**src/rtl/mic_buffer_mc.sv**
```systemverilog
`default_nettype none
// ============================================================================
// Module   : mic_buffer_mc
// Purpose  : Capture buffer for interleaved multi-channel audio samples.
//            A small FSM (IDLE/SYNC/RUN) aligns capture to channel 0. Samples
//            are stored in a first-word fall-through FIFO. The FIFO provides
//            a watermark pulse and a sticky overflow flag, and its overflow
//            policy (drop new sample or overwrite oldest) is selectable.
// Ports    : clk, rst_n (sync, active-low)
//            in_enable          - capture enable; a rising edge flushes the FIFO
//            audio/audio_ch/irq - incoming sample, its channel, valid strobe
//            out_read           - pop head entry
//            out_audio/out_ch   - head entry (holds last value when empty)
//            out_irq            - one-cycle watermark-crossing pulse
//            enable             - in_enable delayed one cycle
//            level/full/empty   - FIFO occupancy
//            overflow/clr_ovf   - sticky overflow flag and its clear
// Revision : 1.0 - initial release
// ============================================================================
module mic_buffer_mc #(
    parameter int DATA_W       = 24,
    parameter int DEPTH        = 16,
    parameter int CHANNELS     = 2,
    parameter int WATERMARK    = 8,
    parameter int OVF_DROP_OLD = 0,
    parameter int CH_W         = (CHANNELS > 1) ? $clog2(CHANNELS) : 1,
    parameter int LVL_W        = $clog2(DEPTH) + 1
) (
    input  logic              clk,
    input  logic              rst_n,
    input  logic              in_enable,
    input  logic [DATA_W-1:0] audio,
    input  logic [CH_W-1:0]   audio_ch,
    input  logic              irq,
    input  logic              out_read,
    output logic [DATA_W-1:0] out_audio,
    output logic [CH_W-1:0]   out_ch,
    output logic              out_irq,
    output logic              enable,
    output logic [LVL_W-1:0]  level,
    output logic              full,
    output logic              empty,
    output logic              overflow,
    input  logic              clr_ovf
);

    localparam int c_PTR_W = $clog2(DEPTH);
    localparam int c_ENT_W = CH_W + DATA_W;

    localparam logic [1:0] c_ST_IDLE = 2'd0;
    localparam logic [1:0] c_ST_SYNC = 2'd1;
    localparam logic [1:0] c_ST_RUN  = 2'd2;

    localparam logic [LVL_W-1:0] c_LVL_FULL = LVL_W'(DEPTH);
    localparam logic [LVL_W-1:0] c_LVL_WM   = LVL_W'(WATERMARK);
    localparam logic [LVL_W-1:0] c_LVL_WM_M = LVL_W'(WATERMARK - 1);

    logic [1:0]         r_state;
    logic               r_en_d;
    logic [c_PTR_W-1:0] r_wr_ptr;
    logic [c_PTR_W-1:0] r_rd_ptr;
    logic [LVL_W-1:0]   r_level;
    logic               r_ovf;
    logic               r_out_irq;
    logic [c_ENT_W-1:0] r_hold;
    logic [c_ENT_W-1:0] r_mem [DEPTH];

    logic               w_rise;
    logic               w_full;
    logic               w_empty;
    logic               w_sync_ok;
    logic               w_wr_acc;
    logic               w_rd;
    logic               w_push;
    logic               w_pop;
    logic               w_ovf_evt;
    logic [LVL_W-1:0]   w_level_nxt;
    logic [c_ENT_W-1:0] w_head;

    assign w_rise    = in_enable && !r_en_d;
    assign w_full    = (r_level == c_LVL_FULL);
    assign w_empty   = (r_level == '0);
    // With a single channel every sample is a frame start.
    assign w_sync_ok = (CHANNELS == 1) || (audio_ch == '0);
    assign w_wr_acc  = irq && ((r_state == c_ST_RUN) ||
                               ((r_state == c_ST_SYNC) && w_sync_ok));
    assign w_rd      = out_read && !w_empty;
    assign w_head    = r_mem[r_rd_ptr];

    // Push/pop decision including both overflow policies.
    always_comb begin
        w_push      = 1'b0;
        w_pop       = 1'b0;
        w_ovf_evt   = 1'b0;
        w_level_nxt = r_level;
        if (w_wr_acc && !w_full) begin
            w_push = 1'b1;
            w_pop  = w_rd;
            if (!w_rd) begin
                w_level_nxt = r_level + LVL_W'(1);
            end
        end else if (w_wr_acc) begin
            if (OVF_DROP_OLD != 0) begin
                // Oldest entry makes room; a coincident read is that discard.
                w_push    = 1'b1;
                w_pop     = 1'b1;
                w_ovf_evt = !out_read;
            end else begin
                w_pop     = w_rd;
                w_ovf_evt = 1'b1;
                if (w_rd) begin
                    w_level_nxt = r_level - LVL_W'(1);
                end
            end
        end else if (w_rd) begin
            w_pop       = 1'b1;
            w_level_nxt = r_level - LVL_W'(1);
        end
    end

    always_ff @(posedge clk) begin
        if (!rst_n) begin
            r_state   <= c_ST_IDLE;
            r_en_d    <= 1'b0;
            r_wr_ptr  <= '0;
            r_rd_ptr  <= '0;
            r_level   <= '0;
            r_ovf     <= 1'b0;
            r_out_irq <= 1'b0;
            r_hold    <= '0;
        end else begin
            r_en_d <= in_enable;

            if (w_ovf_evt) begin
                r_ovf <= 1'b1;
            end else if (clr_ovf) begin
                r_ovf <= 1'b0;
            end

            // Last head value is kept so outputs are stable once drained.
            if (!w_empty) begin
                r_hold <= w_head;
            end

            if (w_rise) begin
                r_wr_ptr  <= '0;
                r_rd_ptr  <= '0;
                r_level   <= '0;
                r_out_irq <= 1'b0;
            end else begin
                if (w_push) begin
                    r_wr_ptr <= r_wr_ptr + c_PTR_W'(1);
                end
                if (w_pop) begin
                    r_rd_ptr <= r_rd_ptr + c_PTR_W'(1);
                end
                r_level   <= w_level_nxt;
                // Level moves by at most one per cycle, so an upward step onto
                // the watermark can only recur after dropping below it.
                r_out_irq <= (r_level == c_LVL_WM_M) && (w_level_nxt == c_LVL_WM);
            end

            if (!in_enable) begin
                r_state <= c_ST_IDLE;
            end else begin
                case (r_state)
                    c_ST_IDLE: if (w_rise) r_state <= c_ST_SYNC;
                    c_ST_SYNC: if (w_wr_acc) r_state <= c_ST_RUN;
                    c_ST_RUN:  r_state <= c_ST_RUN;
                    default:   r_state <= c_ST_IDLE;
                endcase
            end
        end
    end

    // Storage needs no reset; occupancy is tracked by the pointers and level.
    always_ff @(posedge clk) begin
        if (rst_n && w_push && !w_rise) begin
            r_mem[r_wr_ptr] <= {audio_ch, audio};
        end
    end

    assign {out_ch, out_audio} = w_empty ? r_hold : w_head;
    assign out_irq  = r_out_irq;
    assign enable   = r_en_d;
    assign level    = r_level;
    assign full     = w_full;
    assign empty    = w_empty;
    assign overflow = r_ovf;

endmodule
`default_nettype wire

```
**config.mk**
```make
export PLATFORM = sky130hd
export DESIGN_NAME = mic_buffer_mc
export DESIGN_NICKNAME = d
export VERILOG_FILES = /design/src/rtl/mic_buffer_mc.sv
export SDC_FILE = /design/constraint.sdc
export NUM_CORES = 1
export LEC_CHECK = 0
export BUFFER_PORTS_ARGS = -buffer_cell sky130_fd_sc_hd__buf_2
export CAP_MARGIN = 30
export CELL_PAD_IN_SITES_DETAIL_PLACEMENT = 1
export CELL_PAD_IN_SITES_GLOBAL_PLACEMENT = 2
export CORE_UTILIZATION = 44
export CTS_BUF_LIST = sky130_fd_sc_hd__clkbuf_4 sky130_fd_sc_hd__clkbuf_8
export DETAILED_ROUTE_END_ITERATION = 8
export GPL_TIMING_DRIVEN = 0
export PLACE_DENSITY = 0.85
export SYNTH_ARGS = -nofsm -noshare
export SYNTH_HDL_FRONTEND = slang
export SYNTH_SLANG_ARGS = --single-unit
```
**constraint.sdc**
```tcl
create_clock -name clk -period 4.95 [get_ports clk]
set_input_delay 0.99 -clock clk [delete_from_list [all_inputs] [get_ports clk]]
set_output_delay 0.99 -clock clk [all_outputs]
set_load 0.1 [all_outputs]
```
# After elaboration in Yosys (flattened, before gate mapping)
# Memories as Yosys holds them, arrays and structs flattened. A register that Yosys moved wholly into a read port is not among the register bits.
# Cells that the tools add are included.
[word_totals]
regBits = 43
ramBits = 400
inputBits = 31
output_inout_bits = 35
word_cells = 60
n_memories = 1
[mem_list]
columns = ["name", "depth", "word_bits", "rd", "rd_clocked_by_memory_dff", "write_ports", "line", "text"]
rows = [
  ["r_mem", 16, 25, 1, 1, 1, "66", "logic [c_ENT_W-1:0] r_mem [DEPTH];"],
]
[op_classes]
add_sub_neg = 4
n_eq_ne = 7
n_mux = 19
n_bitwise = 2
reduce_logical = 19
[ops]
columns = ["operator", "count"]
rows = [
  ["$mux 25", 1],
  ["$mux 5", 3],
  ["$mux 1", 10],
  ["$add 4x1->4 const B", 2],
  ["$logic_and 1x1->1", 8],
  ["$mux 4", 2],
  ["$pmux 2 s3", 1],
  ["$add 5x1->5 const B", 1],
  ["$eq 5x3->1 const B", 1],
  ["$eq 5x4->1 const B", 1],
  ["$eq 5x5->1 const B", 1],
  ["$logic_not 5->1", 1],
  ["$sub 5x1->5 const B", 1],
  ["$logic_not 1->1", 4],
  ["$mux 2", 2],
  ["$ne 2x2->1 const B", 2],
  ["$reduce_and 2->1", 2],
  ["$eq 2x1->1 const B", 1],
  ["$eq 2x2->1 const B", 1],
  ["$logic_not 2->1", 1],
  ["$not 1->1", 2],
  ["$reduce_bool 2->1", 1],
  ["$reduce_or 2->1", 1],
  ["$logic_or 1x1->1", 1],
]

# Longest topological paths before layout
# Gate-level depths: netlist (run 1).
[logic_depth]
ltp_word = 10
depth_mapped = 8
mapped_depth_nobuf = 7

# Worst setup path after synthesis (run 1)
# No wires, ideal clock.
[synth_timing]
path_type = "flip-flop to flip-flop"
startpoint = "register r_level[0] (netlist: level[0])"
endpoint = "memory r_mem[0][0] (netlist name) (enable)"
setup_ps = 470
arrival_ps = 4955
required_time_ps = 4480
path_slack_ps = -476
path_stages_with_launch = 8
n_path_buf = 1
synth_period_minus_slack_ps = 5426
cell_sequence = "dfxtp_1 > inv_1 > ha_1 > and4bb_4 > a211oi_4 > buf_2 > nand2_1 > nor4_1"
[synth_between]
elab_chain_len = 8
[synth_rtl]
columns = ["element", "line", "text"]
rows = [
  ["from (decl)", "62", "logic [LVL_W-1:0] r_level;"],
  ["from (signal assigned)", "157", "r_level <= w_level_nxt;"],
  ["$eq 5x5->1", "81", "assign w_full = (r_level == c_LVL_FULL);"],
  ["named net full", "41", "output logic full,"],
  ["$logic_not 1->1", "96", "if (w_wr_acc && !w_full) begin"],
  ["$logic_and 1x1->1", "96", ""],
  ["$mux 1", "96", ""],
  ["$logic_and 1x1->1 (2 in a row)", "178", "if (rst_n && w_push && !w_rise) begin"],
  ["$mux 1", "178", ""],
  ["$mux 1 (implied by the code)", "179", "r_mem[r_wr_ptr] <= {audio_ch, audio};"],
  ["to (decl)", "66", ""],
]
# The timed path passes the listed nets, and every way through them passes these cells.

# Worst setup path in the final report (run 1)
[layout_timing]
startpoint = "register r_level[0] (netlist: level[0])"
endpoint = "output out_audio[5]"
[layout_between]
elab_chain_len = 2
[layout_rtl]
columns = ["element", "line", "text"]
rows = [
  ["$logic_not 5->1", "82", "assign w_empty = (r_level == '0);"],
  ["$mux 25", "n/a", ""],
  ["to (decl)", "36", "output logic [DATA_W-1:0] out_audio,"],
]
# Every way passes these cells.

==> results of run 1 <==
## logic make-up after synthesis
| kind of cell | after synthesis | synth area share |
|---|---|---|
| DFF | 447 | 0.753 |
| and+or+nand+nor | 184 | 0.0541 |
| muxes | 153 | 0.125 |
| AOI/OAI and AO/OA | 96 | 0.0417 |
| buffers and inverters | 61 | 0.0148 |
| adders and majority gates | 10 | 0.00727 |
| xor gates and xnor gates | 8 | 0.00407 |
## report_power, final
part / switching (mW) / internal (mW) / total [mW] / leakage, nW
clock network: 1.50 / 1.94 / 3.44 / 0.841
registers: 0.0245 / 4.16 / 4.18 / 3.97
logic: 1.05 / 0.181 / 1.23 / 1.66
total: 2.57 / 6.28 / 8.85 / 6.48
## worst min-delay path by stage
| stage | startpoint | end | slack (ps) | cells after the start |
|---|---|---|---|---|
| global route | overflow | overflow | 540 | 2 |
| CTS | overflow | overflow | 500 | 2 |
| detailed placement | overflow | overflow | 480 | 2 |
| finish | overflow | overflow | 490 | 2 |
| global placement | overflow | overflow | 480 | 2 |
| floorplan | r_rd_ptr[1] | register | 470 | 2 |
## registers in the layout, indices dropped and copies added, names as in the netlist, named ones only
| name | cells |
|---|---|
| enable | 1 |
| overflow | 1 |
| out_irq | 1 |
| r_hold | 25 |
| r_rd_ptr | 4 |
| r_mem | 400 |
| r_state | 2 |
| r_wr_ptr | 4 |
| level | 5 |
## cells in the final DEF, fill, tap and decap left out, types with 8 or more instances in the layout
cell	n
nand3_1	55
buf_16	8
dfxtp_1	47
edfxtp_1	400
inv_1	10
mux2i_1	103
nand2_1	41
buf_2	85
clkbuf_1	24
ha_1	10
nor2_4	12
a22oi_1	76
clkinv_2	11
clkbuf_8	82
nor2_1	19
clkbuf_4	24
and2_1	26
mux4_2	50
## area by class of cell
type	instances	area share
clock buffers	106	0.0645
inverters	10	0.00185
well taps	518	0.0319
multi-input cells	451	0.205
plain buffers	51	0.0112
flip-flops and latches	447	0.638
repair buffers	83	0.0336
clock inverters	30	0.0139
diodes	1	0.000123
## cells in the mapped netlist, types with 3 or more instances
library cell  count
ha_1             10
a21oi_1           6
nand2b_1          4
edfxtp_1        400
dfxtp_1          47
and2_1           26
clkbuf_1         27
mux4_2           50
xor2_1            4
buf_2            20
nand3_1          55
nand4_1           3
buf_1             4
nor2_1           32
xnor2_1           4
nand2_1          41
nor2b_1           4
a22oi_1          76
nor3_1            4
inv_1            10
mux2i_1         103
nor4_1            5
## metal layers
metal | vias up | wire (um)
met5 | - | 9
met4 | 2 | 1010
met3 | 74 | 2180
met2 | 308 | 21400
met1 | 4897 | 18300
li1 | 4157 | -
## timing repair
action,in CTS,in global routing
cloned,0,0
setup endpoints to repair,20,11
gates resized for setup,5,4
## through the flow
stage	utilization	hold slack, ps	cell area (um^2)	setup slack [ps]
after floorplan	-	468	17200	369
after global placement	0.471	477	18200	-845
after detailed placement	0.483	482	18700	348
after CTS	0.524	499	20300	4.89
after global routing	0.525	542	20300	8.77
final	0.525	492	20300	189
## worst max-delay path, stage by stage, from the launching register on
cell,delay [ps]
dfxtp_1,390
inv_1,120
ha_1,230
nor4b_2,680
buf_2,480
clkdlybuf4s15_2,530
nand2_1,120
nand3_1,150
buf_2,450
==> reports/qor.yml, run 1 <==
outcome: "finished, final reports clean"
fin_total_pwr_mw: 8.85
place_congestion: 0.736
crit_fanout: 10
stdcell_count: 1697
final_nets: 1158
post_cts_buffers: 0
drv_cap: 0
die_x_um: 200
reg2reg_slack_ps: 1480
htree_levels: 3
worst_pin_slew_ps: 999
fp.coreArea_mm2: 0.0386
dp_cells: 1558
drive_gt1_frac: 0.262
die_area_mm2: 0.0399
grt_pass1_wl_um: 63000
use_met2: 0.370
pwr_density_cell_mw_per_mm2: 436
hp-class: "reg2reg"
area_growth_pct: 18.0
initial_core_util: 0.445
yosys_register_bits: 447
grt_max_degree: 26
regArea_mm2: 0.0130
synthArstFlopShare: 0
ys_top_cells_by_area: "edfxtp_1 70%, mux4_2 6.5%, mux2i_1 6.0%"
cts_tree: "built"
synth_cell_types: 44
fin_skew_ps: 43.2
power.leakage_nw: 6.48
relSlewSlack: 0.332
antenna_found_initial: 1
grtUsageMet3: 0.0398
root_buffer: "clkbuf_8"
irDropWorstVdd_mv: 0.359
grtUsageTotal: 0.222
place_hpwl_um: 27300
final_max_slew_viol_count: 0
hold_buffers: 0
ant_nets: 0
cts-buffers-inserted: 73
period_needed_ps: 4760
ys_seq_area_frac: 0.753
drcViolationCount: 0
finalHoldViolCount: 0
rsz0062_at_grt: "false"
via_per_inst: 5.56
syn_avg_cell_area_um2: 17.9
wl_per_cell_um: 25.3
routed_wl_um: 43000
crit_start: "level[0]"
netlist_area_mm2: 0.0172
yosysTopAreaCellShare: 0.698
r2r_start: "level[0]"
finalSetupViolCount: 0
fillers: 3588
portBuffers: 65
required_ps: 3960
max_freq_mhz: 210
first_iter_violations: 715
tns_ps: 0
syn_nets: 1000
clockBufferDepth: 3
rows: 72
num_io_pins: 66
insertion_delay_ps: 640
cts_num_sinks: 447
multi_input_area_mm2: 0.00416
r2r_cells: 8
grt_pass1_vias: 10147
clkTransAtPathRegs_ps: 50
synthFlopType: "edfxtp_1"
overflow: 0
synth_warnings: 0
synth_edf_count: 400
startpoint_type: "register"
reg2reg_to: "r_mem[2][15]"
grt.busiest_layer: "met2"
yosys.area.top_type: "edfxtp_1"
arrival_ps: 3770
fin_crit_sh: 0.962
firstDrtPassIters: 7
cp-end-kind: "output port"
dieHeight_um: 200
met1_usage: 0.290
synth_cells: 959
crit_type: "reg2out"
via_count: 9438
critPathCapture: "out_audio[5]"
Power figures use the tool's default switching activity.
==> run 2: changes to the inputs <==
GPL_TIMING_DRIVEN = unset   (was 0)
==> reports/qor.yml, run 2 (synthesis gave the netlist of run 1 again) <==
grt_pass1_wl_um: 61600  # was 63,000 um
via_count: 9238  # was 9,438
root_buffer: "clkbuf_8"  # unchanged
crit_chain: "inv_1 > ha_1 > nor4b_4 > buf_4 > nor2_4 > nand3_1 > nand3_1 > buf_2"  # was inv_1 > ha_1 > nor4b_2 > buf_2 > clkdlybuf4s15_2 > nand2_1 > nand3_1 > buf_2
initial_core_util: 0.445  # unchanged
cts_num_sinks: 447  # unchanged
clkTransAtPathRegs_ps: 60  # was 50 ps
overflow: 0  # unchanged
period_needed_ps: 4510  # was 4760 ps
area_growth_pct: 16.3  # was 18.0%
die_x_um: 200  # unchanged
die_area_mm2: 0.0399  # unchanged
cp-end-kind: "output port"  # unchanged
grt_max_degree: 91  # was 26
fin_total_pwr_mw: 8.74  # was 8.85 mW
fillers: 3586  # was 3,588
stdcell_count: 1662  # was 1,697
startpoint_type: "register"  # unchanged
fin_skew_ps: 33.2  # was 43.2 ps
via_per_inst: 5.56  # about the same
pwr_density_cell_mw_per_mm2: 437  # was 436 mW/mm^2
drv_cap: 0  # unchanged
largest_reg_flops: 400  # unchanged
dp_cells: 1523  # was 1,558
portBuffers: 65  # unchanged
layout_common_cells: "400 x edfxtp_1, 103 x mux2i_1, 84 x clkbuf_8"  # was 400 x edfxtp_1, 103 x mux2i_1, 85 x buf_2
crit_top_cell: "nand3_1"  # was buf_2
antenna_cells: 0  # was 1
crit_type: "reg2out"  # unchanged
r2r_cells: 8  # unchanged
worst_pin_slew_ps: 1040  # was 999 ps
cts_tree: "built"  # unchanged
regMostFlops: "r_mem"  # unchanged
post_cts_buffers: 0  # unchanged
dieHeight_um: 200  # unchanged
drive_gt1_frac: 0.262  # about the same
place_congestion: 0.739  # was 0.736
irDropWorstVdd_mv: 0.291  # was 0.359 mV
max_freq_mhz: 222  # was 210 MHz
fin_crit_sh: 0.912  # was 0.962
finalSetupViolCount: 0  # unchanged
insertion_delay_ps: 620  # was 640 ps
firstDrtPassIters: 6  # was 7
tns_ps: 0  # unchanged
wl_per_cell_um: 25.5  # was 25.3 um
slowest_stage: "nor2_4"  # was nor4b_2
final_nets: 1124  # was 1,158
hp-class: "reg2reg"  # unchanged
power.leakage_nw: 6.35  # was 6.48 nW
num_io_pins: 66  # unchanged
routed_wl_um: 42400  # was 43,000 um
first_iter_violations: 580  # was 715
clockBufferDepth: 3  # unchanged
rows: 72  # unchanged
antenna_found_initial: 2  # was 1
finalHoldViolCount: 0  # unchanged
layout_commonest_cell: "edfxtp_1"  # unchanged
relSlewSlack: 0.303  # was 0.332
fp.coreArea_mm2: 0.0386  # unchanged
htree_levels: 3  # unchanged
outcome: "finished, final reports clean"  # unchanged
grtUsageTotal: 0.219  # was 0.222
grt_pass1_vias: 9937  # was 10,147
slowest_delay_ps: 770  # was 680 ps
worstHoldPathCells: 2  # unchanged
cts-buffers-inserted: 76  # was 73
required_ps: 3960  # about the same
arrival_ps: 3520  # was 3770 ps
crit_fanout: 31  # was 10
hold_buffers: 0  # unchanged
final_max_slew_viol_count: 0  # unchanged
rsz0062_at_grt: "false"  # unchanged
drcViolationCount: 0  # unchanged
ant_nets: 0  # unchanged
post_cts_resized: 0  # was 5
place_hpwl_um: 25400  # was 27,300 um
run 2: cell count changes in the layout (fill, tap and decap cells not counted), moves of 10 or more:
cell	previous run	this run
buf_2	85	65
buf_4	0	24
clkbuf_1	24	0
nor2_2	1	13
nor2_4	12	2
run 2: worst max-delay path: cells and delay by family, from the launching register on:
kind | cells | cell delay [ps]
fa+ha+maj | 1 | 260
flops | 1 | 490
buf+inv | 3 | 850
simple gates | 4 | 1280
run 2: power breakdown:
group          switching [mW]  leakage [nW]  total [mW]  internal, mW
registers              0.0250          3.98        4.18          4.16
clock network            1.48         0.821        3.37          1.90
logic                    1.00          1.56        1.18         0.179
run 2: layout make-up:
class	instances	area, um^2	area share
clock buffers	107	1330	0.0664
repair buffers	97	666	0.0333
flip-flops and latches	447	13000	0.648
clock inverters	32	235	0.0118
well taps	518	648	0.0324
inverters	10	37.5	0.00188
multi-input cells	451	4130	0.206
run 2: metal layers:
layer,up-vias,track usage,part of all wire
met2,253,0.372,0.50
li1,4081,-,-
met3,86,0.0417,0.045
met5,-,0,0.00080
met1,4814,0.276,0.42
met4,4,0.0885,0.030
run 2: per-stage QoR:
stage | util | setup slack [ps] | instance area [um^2] | hold WS (ps)
3_5_place_dp | 0.477 | 977 | 18400 | 484
4_1_cts | 0.518 | 284 | 20000 | 495
5_1_grt | 0.518 | 117 | 20000 | 533
3_3_place_gp | 0.477 | 1110 | 18400 | 468
6_report | 0.518 | 435 | 20000 | 492
2_1_floorplan | - | 369 | 17200 | 468
run 2: path summary, 6_finish.rpt:
kind                  from       endpoint  slack [ps]
setup / recovery  level[0]  out_audio[15]         440
hold / removal    overflow       overflow         490
setup reg to reg  level[0]    r_mem[3][1]        1660
hold reg to reg   overflow       overflow         490
